$ cat src/rtl/bcd_seg_scanner_if.sv
// Load/result bus from the BCD adder plus the multiplexed display outputs.
interface bcd_seg_scanner_if;
  logic       load;
  logic [7:0] result;
  logic       out_of_range;
  logic [6:0] seg_n;
  logic [3:0] an_n;
  logic       dp_n;
  logic       err;

  modport master (
    output load, result, out_of_range,
    input  seg_n, an_n, dp_n, err
  );

  modport slave (
    input  load, result, out_of_range,
    output seg_n, an_n, dp_n, err
  );
endinterface

$ cat src/rtl/bcd_seg_scanner.sv
// bcd_seg_scanner: captures legal BCD adder sums, counts them (2-digit BCD,
// wraps 99->00) and scans a 4-digit active-low seven-segment display:
// count on digits 3..2, sum on digits 1..0, E/r on digits 1..0 while err.
// Optional build macro BCD_LZB_EN enables leading-zero blanking of the
// tens digits (digit 1 only when not showing an error).
module bcd_seg_scanner #(
  parameter int unsigned SCAN_DIV = 1000
) (
  input logic             clk,
  input logic             reset_n,
  bcd_seg_scanner_if.slave bus
);

  localparam int DIV_W = 16;
  localparam logic [DIV_W-1:0] DIV_LAST = DIV_W'(SCAN_DIV - 1);

  // Glyph codes beyond the decimal digits.
  localparam logic [3:0] G_BLANK = 4'd10;
  localparam logic [3:0] G_E     = 4'd11;
  localparam logic [3:0] G_R     = 4'd12;

  logic             sum_tens;
  logic [3:0]       sum_ones;
  logic [3:0]       cnt_tens;
  logic [3:0]       cnt_ones;
  logic             err_q;
  logic [DIV_W-1:0] div;
  logic [1:0]       idx;
  logic [3:0]       glyph;
  logic [6:0]       seg_q;
  logic [3:0]       an_q;
  logic             dp_q;
  logic             load_ok;

  function automatic logic [6:0] seg_of(input logic [3:0] g);
    case (g)
      4'd0:    return 7'b1000000;
      4'd1:    return 7'b1111001;
      4'd2:    return 7'b0100100;
      4'd3:    return 7'b0110000;
      4'd4:    return 7'b0011001;
      4'd5:    return 7'b0010010;
      4'd6:    return 7'b0000010;
      4'd7:    return 7'b1111000;
      4'd8:    return 7'b0000000;
      4'd9:    return 7'b0010000;
      G_E:     return 7'b0000110;
      G_R:     return 7'b0101111;
      default: return 7'b1111111;
    endcase
  endfunction

  // The [4:0] bound is a raw binary compare against 19, so 0x14..0x19 are
  // rejected even though their ones digit is a valid BCD digit.
  assign load_ok = !bus.out_of_range
                && (bus.result[7:5] == 3'b000)
                && (bus.result[3:0] <= 4'd9)
                && (bus.result[4:0] <= 5'd19);

  // Capture legal sums, bump the BCD count, latch/clear the error flag.
  always_ff @(posedge clk or negedge reset_n) begin
    if (!reset_n) begin
      sum_tens <= 1'b0;
      sum_ones <= 4'd0;
      cnt_tens <= 4'd0;
      cnt_ones <= 4'd0;
      err_q    <= 1'b0;
    end else if (bus.load) begin
      if (load_ok) begin
        sum_tens <= bus.result[4];
        sum_ones <= bus.result[3:0];
        err_q    <= 1'b0;
        if (cnt_ones == 4'd9) begin
          cnt_ones <= 4'd0;
          cnt_tens <= (cnt_tens == 4'd9) ? 4'd0 : cnt_tens + 4'd1;
        end else begin
          cnt_ones <= cnt_ones + 4'd1;
        end
      end else begin
        err_q <= 1'b1;
      end
    end
  end

  // Scan divider: hold each digit SCAN_DIV cycles, then advance idx mod 4.
  always_ff @(posedge clk or negedge reset_n) begin
    if (!reset_n) begin
      div <= '0;
      idx <= 2'd0;
    end else if (div == DIV_LAST) begin
      div <= '0;
      idx <= idx + 2'd1;
    end else begin
      div <= div + 1'b1;
    end
  end

  // Pick the glyph for the currently selected digit.
  always_comb begin
    glyph = 4'd0;
    case (idx)
      2'd0: glyph = err_q ? G_R : sum_ones;
      2'd1: begin
        if (err_q)
          glyph = G_E;
`ifdef BCD_LZB_EN
        else if (!sum_tens)
          glyph = G_BLANK;
`endif
        else
          glyph = {3'b000, sum_tens};
      end
      2'd2: glyph = cnt_ones;
      default: begin
`ifdef BCD_LZB_EN
        glyph = (cnt_tens == 4'd0) ? G_BLANK : cnt_tens;
`else
        glyph = cnt_tens;
`endif
      end
    endcase
  end

  // Registered display drive: one cycle behind idx and digit state.
  always_ff @(posedge clk or negedge reset_n) begin
    if (!reset_n) begin
      an_q  <= 4'b1111;
      seg_q <= 7'h7F;
      dp_q  <= 1'b1;
    end else begin
      an_q  <= ~(4'b0001 << idx);
      seg_q <= seg_of(glyph);
      dp_q  <= (idx != 2'd2);
    end
  end

  assign bus.an_n  = an_q;
  assign bus.seg_n = seg_q;
  assign bus.dp_n  = dp_q;
  assign bus.err   = err_q;

endmodule

$ cat src/flat_wrapper.sv
// flat-port wrapper written by rule: the top's interface ports become plain ports
module bcd_seg_scanner_flat 
#(
  parameter int unsigned SCAN_DIV = 1000
)
  (clk, reset_n, bus_load, bus_result, bus_out_of_range, bus_seg_n, bus_an_n, bus_dp_n, bus_err);
  bcd_seg_scanner_if bus_i ();
  input logic clk;
  input logic reset_n;
  input wire logic [$bits(bus_i.load)-1:0] bus_load;
  input wire logic [$bits(bus_i.result)-1:0] bus_result;
  input wire logic [$bits(bus_i.out_of_range)-1:0] bus_out_of_range;
  output wire logic [$bits(bus_i.seg_n)-1:0] bus_seg_n;
  output wire logic [$bits(bus_i.an_n)-1:0] bus_an_n;
  output wire logic [$bits(bus_i.dp_n)-1:0] bus_dp_n;
  output wire logic [$bits(bus_i.err)-1:0] bus_err;
  assign bus_i.load = bus_load;
  assign bus_i.result = bus_result;
  assign bus_i.out_of_range = bus_out_of_range;
  assign bus_seg_n = bus_i.seg_n;
  assign bus_an_n = bus_i.an_n;
  assign bus_dp_n = bus_i.dp_n;
  assign bus_err = bus_i.err;
  bcd_seg_scanner #(.SCAN_DIV(SCAN_DIV)) u_core (.clk(clk), .reset_n(reset_n), .bus(bus_i));
endmodule
$ cat config.mk
export PLATFORM = sky130hd
export DESIGN_NAME = bcd_seg_scanner_flat
export DESIGN_NICKNAME = d
export VERILOG_FILES = /design/src/rtl/bcd_seg_scanner_if.sv /design/src/rtl/bcd_seg_scanner.sv /design/src/flat_wrapper.sv
export SDC_FILE = /design/constraint.sdc
export NUM_CORES = 1
export LEC_CHECK = 0
export ABC_CLOCK_PERIOD_IN_PS = 3300
export BUFFER_PORTS_ARGS = -buffer_cell sky130_fd_sc_hd__buf_4
export CAP_MARGIN = 40
export CORE_MARGIN = 5
export CORE_UTILIZATION = 35
export CTS_CLUSTER_SIZE = 16
export DETAILED_ROUTE_END_ITERATION = 6
export PLACE_DENSITY_LB_ADDON = 0.25
export SYNTH_ARGS = -nofsm -noshare
export SYNTH_HDL_FRONTEND = slang
export SYNTH_SLANG_ARGS = --single-unit
$ cat constraint.sdc
create_clock -name clk -period 3.3 [get_ports clk]
set_input_delay 0.165 -clock clk [delete_from_list [all_inputs] [get_ports clk]]
set_output_delay 0.165 -clock clk [all_outputs]
set_load 0.02 [all_outputs]
==> results of run 1 <==
==> how the worst max path moves through the flow <==
stage,start,end,cells past startpoint
floorplan,u_core.idx[0],u_core.bus.seg_n[5],9
global placement,u_core.idx[0],u_core.bus.seg_n[4],8
detailed placement,u_core.idx[0],u_core.bus.seg_n[4],8
CTS,u_core.idx[0],u_core.bus.seg_n[4],8
global route,u_core.idx[0],u_core.bus.seg_n[4],8
finish,u_core.idx[0],u_core.bus.seg_n[4],8
==> worst register-to-register path: cells and delay by family (launching register included) <==
family / cells / cell delay [ps]
buffers and inverters: 2 / 320
muxes: 1 / 150
adders and majority gates: 2 / 620
DFF: 1 / 420
AOI/OAI and AO/OA: 3 / 670
==> logic make-up (layout without fill, tap and decap cells) <==
kind of cell	Yosys count	after routing	synth area share [%]
muxes	3	3	1.487
AOI/OAI and AO/OA	34	34	11.78
xor gates and xnor gates	19	19	7.604
and+or+nand+nor	83	83	19.04
adders and majority gates	12	12	6.861
DFF	43	43	49.80
buffers and inverters	18	47	3.430
==> sequential cells by signal, summed over array words and instances, names as in the netlist <==
name / cells
u_core.bus.an_n: 4
u_core.bus.err: 1
u_core.bus.seg_n: 7
u_core.cnt_ones: 4
u_core.cnt_tens: 4
u_core.div: 16
u_core.idx: 2
u_core.sum_ones: 4
u_core.sum_tens: 1
==> cell type report <==
cell class	instances	area share, %
sequential	43	42.74
tap	75	3.680
timing repair buffer	25	7.458
multi-input combinational	151	40.14
clock buffer	8	3.925
inverter	14	2.061
==> metrics by stage <==
step	setup WS (ps)	total power [mW]	hold WS [ps]
6_report	1033	1.015	64.86
5_1_grt	856.6	1.069	56.28
4_1_cts	1046	1.034	55.23
3_5_place_dp	1057	0.6673	190.1
3_3_place_gp	1151	0.6676	186.9
2_1_floorplan	1335	0.6258	-130.6
==> power by group <==
group,internal [mW],switching [mW]
clock,0.191,0.168
sequential,0.553,0.0246
combinational,0.0348,0.0436
==> repair_timing <==
item / 4_1_cts / 5_1_grt
buffers inserted: 0 / 0
resized for setup: 0 / 0
hold buffers: 1 / 0
endpoints found under the hold margin: 32 / 0
==> routing by layer <==
metal | GRT usage, % | vias up | part of all wire, %
li1 | - | 762 | -
met1 | 14.46 | 718 | 51
met2 | 14.98 | 31 | 42
met3 | 3.410 | 6 | 4.9
met4 | 4.465 | 0 | 1.5
met5 | 0 | - | 0
==> cell usage in the layout, fill, tap and decap left out, types with 8 or more instances in the layout <==
cell type	n
sky130_fd_sc_hd__nand2_1	31
sky130_fd_sc_hd__nor2_1	20
sky130_fd_sc_hd__ha_1	12
sky130_fd_sc_hd__inv_1	14
sky130_fd_sc_hd__nand3_1	12
sky130_fd_sc_hd__buf_4	24
sky130_fd_sc_hd__o21ai_0	10
sky130_fd_sc_hd__dfrtp_1	32
sky130_fd_sc_hd__dfstp_2	11
sky130_fd_sc_hd__xor2_1	8
sky130_fd_sc_hd__xnor2_1	11
==> flow_summary.html, run 1 <==
<table>
<tr><th>Metric</th><th>Value</th></tr>
<tr><th colspan="2">Setup path</th></tr>
<tr><td>Reg2reg setup slack</td><td>slightly above 1000 ps</td></tr>
<tr><td>Maximum fanout encountered on the critical timing path</td><td>6</td></tr>
<tr><td>Depth of the worst register-to-register path</td><td>8</td></tr>
<tr><td>CP startpoint kind</td><td>flip-flop</td></tr>
<tr><td>Setup Crit Path Kind</td><td>flip-flop to flip-flop</td></tr>
<tr><td>RR Endpoint</td><td>u_core.bus.seg_n[4]</td></tr>
<tr><td>Worst path buffer plus inverter count</td><td>2</td></tr>
<tr><td>Req. time, crit path</td><td>3490 ps</td></tr>
<tr><td>Worst path top cell family by delay</td><td>compound AO/OA/AOI/OAI gates</td></tr>
<tr><td>Worst endpoint data arrival time</td><td>about 2500 ps</td></tr>
<tr><td>Reg2reg start</td><td>u_core.idx[0]</td></tr>
<tr><td>Cell type of the slowest stage on the worst timing path</td><td>sky130_fd_sc_hd__a32oi_1</td></tr>
<tr><td>Largest stage delay, worst path</td><td>470 ps</td></tr>
<tr><td>Crit path cell chain</td><td>inv_1 &gt; ha_1 &gt; a21oi_1 &gt; a32oi_1 &gt; inv_1 &gt; ha_1 &gt; mux2i_1 &gt; o21ai_0</td></tr>
<tr><td>Worst Setup End Kind</td><td>flip-flop</td></tr>
<tr><th colspan="2">Status</th></tr>
<tr><td>Result of the run</td><td>completed</td></tr>
<tr><th colspan="2">Yosys</th></tr>
<tr><td>Synthesized area per cell</td><td>10.32 sq um</td></tr>
<tr><td>Asr flop ratio synth</td><td>100.0%</td></tr>
<tr><td>Count of state elements after synthesis</td><td>43</td></tr>
<tr><td>Most numerous cell types in the synthesized netlist</td><td>sky130_fd_sc_hd__dfrtp_1 (32), sky130_fd_sc_hd__nand2_1 (31), sky130_fd_sc_hd__nor2_1 (20), sky130_fd_sc_hd__inv_1 (14)</td></tr>
<tr><td>Post-synthesis net count</td><td>roughly 240</td></tr>
<tr><td>Most used flip-flop cell after synthesis</td><td>sky130_fd_sc_hd__dfrtp_1</td></tr>
<tr><td>Portion of the post-synthesis area used by sequential elements</td><td>between 40% and 50%</td></tr>
<tr><td>Yosys synthesis warning count</td><td>0</td></tr>
<tr><td>Post-synthesis cell type with the largest combined area</td><td>sky130_fd_sc_hd__dfrtp_1</td></tr>
<tr><td>Leading cell type by number of instances after synthesis</td><td>sky130_fd_sc_hd__dfrtp_1</td></tr>
<tr><td>Area share of the largest cell type after synthesis</td><td>roughly 37%</td></tr>
<tr><td>Count of different cell masters after synthesis</td><td>40</td></tr>
<tr><td>Largest cells by area after synthesis</td><td>sky130_fd_sc_hd__dfrtp_1 (37%), sky130_fd_sc_hd__dfstp_2 (13%), sky130_fd_sc_hd__ha_1 (6.9%)</td></tr>
<tr><td>Post-synthesis cell area</td><td>2188 sq um</td></tr>
<tr><td>Count of mapped cells out of synthesis</td><td>212</td></tr>
<tr><td>Number of enable-type register cells in the synthesized netlist</td><td>0</td></tr>
<tr><th colspan="2">GRT</th></tr>
<tr><td>Via count of the first global-routing pass</td><td>1433</td></tr>
<tr><td>Total Routing Usage GR</td><td>10.45%</td></tr>
<tr><td>Residual overflow from global routing</td><td>0</td></tr>
<tr><td>Global-route wire length before repair</td><td>about 6400 um</td></tr>
<tr><td>Number of antenna violations at the first check in global routing</td><td>0</td></tr>
<tr><td>Pin count of the biggest net entering global routing</td><td>44</td></tr>
<tr><th colspan="2">Place</th></tr>
<tr><td>Number of port buffers</td><td>24</td></tr>
<tr><td>Final HPWL DP</td><td>2754 um</td></tr>
<tr><td>Routability cong.</td><td>0.7939</td></tr>
<tr><td>Instance area after placement</td><td>2440 sq um</td></tr>
<tr><td>Number of placed cells counting well taps</td><td>between 300 and 400</td></tr>
<tr><th colspan="2">Timing</th></tr>
<tr><td>RSZ-0062 raised after global routing</td><td>false</td></tr>
<tr><td>Final sum of negative setup slack</td><td>0 ps</td></tr>
<tr><td>Final setup violating endpoints</td><td>0</td></tr>
<tr><td>Final hold vios</td><td>0</td></tr>
<tr><td>Portion of the clock cycle consumed by the worst path in the final layout</td><td>between 60% and 70%</td></tr>
<tr><td>Clk_skew</td><td>about 2.6 ps</td></tr>
<tr><td>Worst slew margin</td><td>43.32%</td></tr>
<tr><td>Fmax</td><td>between 0.4 and 0.5 GHz</td></tr>
<tr><td>Count of final max-slew check failures</td><td>0</td></tr>
<tr><td>Slew at the pin closest to its max-slew limit</td><td>850.2 ps</td></tr>
<tr><td>Minimum period implied by the final worst setup slack</td><td>2267 ps</td></tr>
<tr><th colspan="2">Drt</th></tr>
<tr><td>Number of nets still failing antenna checks after routing</td><td>0</td></tr>
<tr><td>Post-detailed-routing wire length</td><td>3795 um</td></tr>
<tr><td>Avg Vias per Cell</td><td>around 4.8</td></tr>
<tr><td>Detailed Routing Iterations Pass 1</td><td>4</td></tr>
<tr><td>Initial DRC count</td><td>between 50 and 60</td></tr>
<tr><td>Routed WL per cell</td><td>12.01 um</td></tr>
<tr><td>DRC</td><td>0</td></tr>
<tr><td>Via count</td><td>1517</td></tr>
<tr><th colspan="2">Floorplan</th></tr>
<tr><td>Starting Density</td><td>a little over a third</td></tr>
<tr><td>Boundary Pins</td><td>25</td></tr>
<tr><td>Core Area</td><td>between 5000 and 6000 sq um</td></tr>
<tr><td>Site row count</td><td>28</td></tr>
<tr><td>Width of the chip</td><td>89.07 um</td></tr>
<tr><td>Die span in y</td><td>about 89 um</td></tr>
<tr><td>Area of the die</td><td>7933 sq um</td></tr>
<tr><th colspan="2">Flow run</th></tr>
<tr><td>Reported max-cap violation count</td><td>0</td></tr>
<tr><th colspan="2">Layout</th></tr>
<tr><td>Multi-input logic area</td><td>1023 sq um</td></tr>
<tr><td>Cell area after layout</td><td>2550 sq um</td></tr>
<tr><td>Area occupied by registers</td><td>between 1000 and 1500 sq um</td></tr>
<tr><td># fillers</td><td>606</td></tr>
<tr><td>Fraction of the core area covered by cells at the end of the flow</td><td>42.56%</td></tr>
<tr><td>Post-Layout Cell Count</td><td>316</td></tr>
<tr><td>Share of post-route cells with drive strength above 1</td><td>21.16%</td></tr>
<tr><td>Net count, final</td><td>264</td></tr>
<tr><td>Diodes inserted</td><td>0</td></tr>
<tr><td>Relative area change from synthesis to final layout</td><td>16.52%</td></tr>
<tr><th colspan="2">Clocking</th></tr>
<tr><td>Clock insertion delay at the later pin of the skew report</td><td>slightly below 300 ps</td></tr>
<tr><td>Number of buffers created by CTS</td><td>5</td></tr>
<tr><td>CTS tree</td><td>built</td></tr>
<tr><td>Maximum clock path buffer count</td><td>2</td></tr>
<tr><td>Sinks on the clock net</td><td>43</td></tr>
<tr><td>Root buf cell</td><td>sky130_fd_sc_hd__clkbuf_8</td></tr>
<tr><td>Clock Pin Slew Worst Setup and Hold Paths</td><td>80 ps</td></tr>
<tr><td>Total number of H-tree levels</td><td>2</td></tr>
<tr><th colspan="2">Hold path</th></tr>
<tr><td>Hold Path Origin</td><td>bus_result[0]</td></tr>
<tr><td>End point of the worst hold path</td><td>u_core.sum_ones[0]</td></tr>
<tr><td>Number of cells traversed by the worst hold path</td><td>3</td></tr>
<tr><td>Min-Delay Path Class</td><td>input port to flip-flop</td></tr>
<tr><th colspan="2">Pwr</th></tr>
<tr><td>Peak VDD IR</td><td>0.1389 mV</td></tr>
<tr><td>Pwr/cell area</td><td>398.2 nW/um^2</td></tr>
<tr><td>Static power due to leakage</td><td>1.136 nW</td></tr>
</table>
No activity file was read; power rests on OpenSTA's default activity.
==> run 2: changes to the inputs <==
--- a/config.mk
+++ b/config.mk
@@ -5,7 +5,8 @@
 export SDC_FILE = /design/constraint.sdc
 export NUM_CORES = 1
 export LEC_CHECK = 0
-export ABC_CLOCK_PERIOD_IN_PS = 3300
+export ABC_AREA = 1
+export ABC_CLOCK_PERIOD_IN_PS = 2100
 export BUFFER_PORTS_ARGS = -buffer_cell sky130_fd_sc_hd__buf_4
 export CAP_MARGIN = 40
 export CORE_MARGIN = 5
==> constraint.sdc (replaced) <==
create_clock -name clk -period 2.1 [get_ports clk]
set_input_delay 0.105 -clock clk [delete_from_list [all_inputs] [get_ports clk]]
set_output_delay 0.105 -clock clk [all_outputs]
set_load 0.02 [all_outputs]
==> flow_summary.html, run 2 <==
<table>
<tr><th>Metric</th><th>Value</th></tr>
<tr><th colspan="2">Drt</th></tr>
<tr><td>Post-detailed-routing wire length</td><td>4830 um (was 3795 um)</td></tr>
<tr><td>Initial DRC count</td><td>81 (was 56)</td></tr>
<tr><td>Routed WL per cell</td><td>11.13 um (was 12.01 um)</td></tr>
<tr><td>Number of nets still failing antenna checks after routing</td><td>0 (unchanged)</td></tr>
<tr><td>DRC</td><td>0 (unchanged)</td></tr>
<tr><td>Via count</td><td>1944 (was 1517)</td></tr>
<tr><td>Avg Vias per Cell</td><td>4.479 (was 4.801)</td></tr>
<tr><td>Detailed Routing Iterations Pass 1</td><td>4 (unchanged)</td></tr>
<tr><th colspan="2">Timing</th></tr>
<tr><td>Clk_skew</td><td>5.868 ps (was 2.616 ps)</td></tr>
<tr><td>Final hold vios</td><td>0 (unchanged)</td></tr>
<tr><td>Worst slew margin</td><td>64.09% (was 43.32%)</td></tr>
<tr><td>Final setup violating endpoints</td><td>0 (unchanged)</td></tr>
<tr><td>Minimum period implied by the final worst setup slack</td><td>1895 ps (was 2267 ps)</td></tr>
<tr><td>Slew at the pin closest to its max-slew limit</td><td>538.7 ps (was 850.2 ps)</td></tr>
<tr><td>Final sum of negative setup slack</td><td>0 ps (unchanged)</td></tr>
<tr><td>Portion of the clock cycle consumed by the worst path in the final layout</td><td>90.23% (was 68.70%)</td></tr>
<tr><td>Count of final max-slew check failures</td><td>0 (unchanged)</td></tr>
<tr><td>Fmax</td><td>0.5278 GHz (was 0.4411 GHz)</td></tr>
<tr><td>RSZ-0062 raised after global routing</td><td>false (unchanged)</td></tr>
<tr><td>Hold_ws</td><td>13.10 ps (was 64.86 ps)</td></tr>
<tr><th colspan="2">Clocking</th></tr>
<tr><td>CTS tree</td><td>built (unchanged)</td></tr>
<tr><td>Maximum clock path buffer count</td><td>2 (unchanged)</td></tr>
<tr><td>Number of buffers created by CTS</td><td>5 (unchanged)</td></tr>
<tr><td>Clock insertion delay at the later pin of the skew report</td><td>290 ps (about the same)</td></tr>
<tr><td>Clock Pin Slew Worst Setup and Hold Paths</td><td>90 ps (was 80 ps)</td></tr>
<tr><td>Post-CTS setup buffers</td><td>0 (unchanged)</td></tr>
<tr><td>Total number of H-tree levels</td><td>2 (unchanged)</td></tr>
<tr><td>Root buf cell</td><td>sky130_fd_sc_hd__clkbuf_8 (unchanged)</td></tr>
<tr><td>Sinks on the clock net</td><td>43 (unchanged)</td></tr>
<tr><th colspan="2">Pwr</th></tr>
<tr><td>Power Total</td><td>1.825 mW (was 1.015 mW)</td></tr>
<tr><td>Sw Share</td><td>22.95% (was 23.25%)</td></tr>
<tr><td>Clock share of power</td><td>42.0% (was 35.3%)</td></tr>
<tr><td>Portion of total power attributed to combinational logic</td><td>8.0% (was 7.7%)</td></tr>
<tr><td>Static power due to leakage</td><td>1.472 nW (was 1.136 nW)</td></tr>
<tr><td>Cell-internal power</td><td>1.406 mW (was 0.7792 mW)</td></tr>
<tr><td>Pwr/cell area</td><td>634.1 nW/um^2 (was 398.2 nW/um^2)</td></tr>
<tr><td>Sw Pwr</td><td>0.4190 mW (was 0.2361 mW)</td></tr>
<tr><td>Peak VDD IR</td><td>0.3585 mV (was 0.1389 mV)</td></tr>
<tr><td>Sequential Power Share</td><td>50.0% (was 56.9%)</td></tr>
<tr><th colspan="2">Floorplan</th></tr>
<tr><td>Area of the die</td><td>8781 sq um (was 7933 sq um)</td></tr>
<tr><td>Starting Density</td><td>36.10% (was 36.53%)</td></tr>
<tr><td>Site row count</td><td>30 (was 28)</td></tr>
<tr><td>Die span in y</td><td>93.71 um (was 89.07 um)</td></tr>
<tr><td>Core Area</td><td>6794 sq um (was 5991 sq um)</td></tr>
<tr><td>Boundary Pins</td><td>25 (unchanged)</td></tr>
<tr><td>Width of the chip</td><td>93.71 um (was 89.07 um)</td></tr>
<tr><th colspan="2">Setup path</th></tr>
<tr><td>Req. time, crit path</td><td>2320 ps (was 3490 ps)</td></tr>
<tr><td>Worst endpoint data arrival time</td><td>2110 ps (was 2450 ps)</td></tr>
<tr><td>Setup Crit Path Kind</td><td>flip-flop to flip-flop (unchanged)</td></tr>
<tr><td>Depth of the worst register-to-register path</td><td>9 (was 8)</td></tr>
<tr><td>Reg2reg setup slack</td><td>210 ps (was 1030 ps)</td></tr>
<tr><td>Worst Setup End Kind</td><td>flip-flop (unchanged)</td></tr>
<tr><td>Maximum fanout encountered on the critical timing path</td><td>6 (unchanged)</td></tr>
<tr><td>Reg2reg start</td><td>u_core.idx[1] (was u_core.idx[0])</td></tr>
<tr><td>RR Endpoint</td><td>u_core.bus.seg_n[0] (was u_core.bus.seg_n[4])</td></tr>
<tr><td>CP startpoint kind</td><td>flip-flop (unchanged)</td></tr>
<tr><th colspan="2">GRT</th></tr>
<tr><td>Pin count of the biggest net entering global routing</td><td>44 (unchanged)</td></tr>
<tr><td>Residual overflow from global routing</td><td>0 (unchanged)</td></tr>
<tr><td>Via count of the first global-routing pass</td><td>1905 (was 1433)</td></tr>
<tr><td>Number of antenna violations at the first check in global routing</td><td>0 (unchanged)</td></tr>
<tr><td>Total Routing Usage GR</td><td>12.27% (was 10.45%)</td></tr>
<tr><td>Global-route wire length before repair</td><td>8652 um (was 6403 um)</td></tr>
<tr><th colspan="2">Yosys</th></tr>
<tr><td>Post-synthesis cell type with the largest combined area</td><td>sky130_fd_sc_hd__dfrtp_1 (unchanged)</td></tr>
<tr><td>Number of enable-type register cells in the synthesized netlist</td><td>0 (unchanged)</td></tr>
<tr><td>Count of mapped cells out of synthesis</td><td>307 (was 212)</td></tr>
<tr><td>Area share of the largest cell type after synthesis</td><td>32.65% (was 36.59%)</td></tr>
<tr><td>Portion of the post-synthesis area used by sequential elements</td><td>44.44% (was 49.80%)</td></tr>
<tr><td>Asr flop ratio synth</td><td>100.0% (unchanged)</td></tr>
<tr><td>Leading cell type by number of instances after synthesis</td><td>sky130_fd_sc_hd__nand2_1 (was sky130_fd_sc_hd__dfrtp_1)</td></tr>
<tr><td>Synthesized area per cell</td><td>7.988 sq um (was 10.32 sq um)</td></tr>
<tr><td>Yosys synthesis warning count</td><td>0 (unchanged)</td></tr>
<tr><td>Post-synthesis net count</td><td>331 (was 236)</td></tr>
<tr><td>Most numerous cell types in the synthesized netlist</td><td>sky130_fd_sc_hd__nand2_1 (71), sky130_fd_sc_hd__inv_1 (47), sky130_fd_sc_hd__nor2_1 (35), sky130_fd_sc_hd__dfrtp_1 (32), sky130_fd_sc_hd__nand3_1 (28) (was sky130_fd_sc_hd__dfrtp_1 (32), sky130_fd_sc_hd__nand2_1 (31), sky130_fd_sc_hd__nor2_1 (20), sky130_fd_sc_hd__inv_1 (14))</td></tr>
<tr><td>Count of state elements after synthesis</td><td>43 (unchanged)</td></tr>
<tr><td>Largest cells by area after synthesis</td><td>sky130_fd_sc_hd__dfrtp_1 (33%), sky130_fd_sc_hd__dfstp_2 (12%), sky130_fd_sc_hd__nand2_1 (11%) (was sky130_fd_sc_hd__dfrtp_1 (37%), sky130_fd_sc_hd__dfstp_2 (13%), sky130_fd_sc_hd__ha_1 (6.9%))</td></tr>
<tr><td>Most used flip-flop cell after synthesis</td><td>sky130_fd_sc_hd__dfrtp_1 (unchanged)</td></tr>
<tr><td>Post-synthesis cell area</td><td>2452 sq um (was 2188 sq um)</td></tr>
<tr><td>Count of different cell masters after synthesis</td><td>25 (was 40)</td></tr>
<tr><th colspan="2">Layout</th></tr>
<tr><td>Post-Layout Cell Count</td><td>434 (was 316)</td></tr>
<tr><td>Net count, final</td><td>361 (was 264)</td></tr>
<tr><td>Share of post-route cells with drive strength above 1</td><td>20.12% (was 21.16%)</td></tr>
<tr><td>Most frequent standard cell in the layout excluding fill and tap cells</td><td>sky130_fd_sc_hd__nand2_1 (was sky130_fd_sc_hd__dfrtp_1)</td></tr>
<tr><td># fillers</td><td>671 (was 606)</td></tr>
<tr><td>Commonest cells after routing, fill and taps aside</td><td>sky130_fd_sc_hd__nand2_1 (70), sky130_fd_sc_hd__inv_1 (47), sky130_fd_sc_hd__nor2_1 (35) (was sky130_fd_sc_hd__dfrtp_1 (32), sky130_fd_sc_hd__nand2_1 (31), sky130_fd_sc_hd__buf_4 (24))</td></tr>
<tr><td>Fraction of the core area covered by cells at the end of the flow</td><td>42.38% (was 42.56%)</td></tr>
<tr><td>Max FFs per register</td><td>16 (unchanged)</td></tr>
<tr><td>Diodes inserted</td><td>0 (unchanged)</td></tr>
<tr><td>Relative area change from synthesis to final layout</td><td>17.40% (was 16.52%)</td></tr>
<tr><td>Largest register by flop count</td><td>u_core.div (unchanged)</td></tr>
<tr><th colspan="2">Hold path</th></tr>
<tr><td>Hold Path Origin</td><td>bus_result[0] (unchanged)</td></tr>
<tr><td>Number of cells traversed by the worst hold path</td><td>3 (unchanged)</td></tr>
<tr><td>End point of the worst hold path</td><td>u_core.sum_ones[0] (unchanged)</td></tr>
<tr><td>Min-Delay Path Class</td><td>input port to flip-flop (unchanged)</td></tr>
<tr><th colspan="2">Place</th></tr>
<tr><td>Routability cong.</td><td>0.8483 (was 0.7939)</td></tr>
<tr><td>Number of port buffers</td><td>24 (unchanged)</td></tr>
<tr><td>Number of placed cells counting well taps</td><td>425 (was 307)</td></tr>
<tr><td>Final HPWL DP</td><td>3676 um (was 2754 um)</td></tr>
<tr><th colspan="2">Flow run</th></tr>
<tr><td>Reported max-cap violation count</td><td>0 (unchanged)</td></tr>
<tr><th colspan="2">Status</th></tr>
<tr><td>Result of the run</td><td>completed (unchanged)</td></tr>
</table>
==> run 2: cell count changes in the layout (fill, tap and decap cells not counted), sizes merged, moves of 5 or more <==
| cell | previous run | this run |
|---|---|---|
| nand2 | 31 | 76 |
| nor2 | 20 | 40 |
| xor2 | 8 | 14 |
| nor3 | 3 | 8 |
| nand3 | 12 | 31 |
| a21oi | 6 | 11 |
| xnor2 | 11 | 0 |
| inv | 14 | 50 |
==> run 2: power groups by stage <==
| stage | sequential, mW | combinational [mW] | clock, mW |
|---|---|---|---|
| finish | 0.912 | 0.146 | 0.767 |
| global route | 0.920 | 0.174 | 0.823 |
| CTS | 0.913 | 0.150 | 0.792 |
| detailed placement | 0.928 | 0.148 | 0 |
| global placement | 0.927 | 0.146 | 0 |
| floorplan | 0.919 | 0.0901 | 0 |
==> run 2: layout make-up <==
type / count / area [sq um] / area share (%)
Clock buffer: 6 / 72.57 / 2.521
Tap cell: 96 / 120.1 / 4.172
Sequential cell: 43 / 1090 / 37.85
Clock inverter: 2 / 60.06 / 2.086
Inverter: 50 / 187.7 / 6.519
Timing Repair Buffer: 25 / 190.2 / 6.606
Multi-Input combinational cell: 212 / 1159 / 40.24
==> run 2: layer usage <==
metal | track usage [%] | vias up | routed length, um
met5 | 0 | - | 0
met2 | 19.10 | 35 | 2165
met4 | 4.452 | 0 | 54
li1 | - | 1013 | -
met3 | 2.484 | 6 | 186
met1 | 16.83 | 890 | 2423
==> run 2: kinds of logic after synthesis <==
group                      count (synthesis)  synth area share, %
and+or+nand+nor                          158                29.18
DFF                                       43                44.44
AOI/OAI and AO/OA                         28                6.836
buffers and inverters                     52                8.418
adders and majority gates                 12                6.122
xor gates and xnor gates                  14                5.000
==> run 2: timing repair <==
item | CTS | global route
setup endpoints to repair | 0 | 2
hold endpoints to repair | 32 | 0
resized for setup | 0 | 1
hold buffers | 1 | 0
==> run 2: worst max-delay path by stage <==
stage             startpoint  depth (start not counted)                  end
5_1_grt        u_core.idx[0]                          9  u_core.bus.seg_n[4]
6_report       u_core.idx[1]                          9  u_core.bus.seg_n[0]
4_1_cts        u_core.idx[0]                          9  u_core.bus.seg_n[4]
3_3_place_gp   u_core.idx[0]                          9  u_core.bus.seg_n[4]
3_5_place_dp   u_core.idx[0]                          9  u_core.bus.seg_n[4]
2_1_floorplan  u_core.idx[0]                          9  u_core.bus.seg_n[4]
==> run 2: stage by stage <==
step           setup slack, ps  area [sq um]
2_1_floorplan            397.3          2452
3_3_place_gp             274.4          2734
3_5_place_dp             203.4          2734
4_1_cts                  179.3          2877
5_1_grt                  50.03          2879
6_report                 205.2          2879
==> run 2: worst max-delay path: stages, from the launching register on <==
cell and delay (ps):
sky130_fd_sc_hd__dfrtp_1 410, sky130_fd_sc_hd__inv_1 100, sky130_fd_sc_hd__ha_1 230, sky130_fd_sc_hd__a21oi_1 150
sky130_fd_sc_hd__nand3_1 80, sky130_fd_sc_hd__nand2_1 190, sky130_fd_sc_hd__inv_1 120, sky130_fd_sc_hd__ha_1 220
sky130_fd_sc_hd__o21ai_1 210, sky130_fd_sc_hd__o21ai_1 110
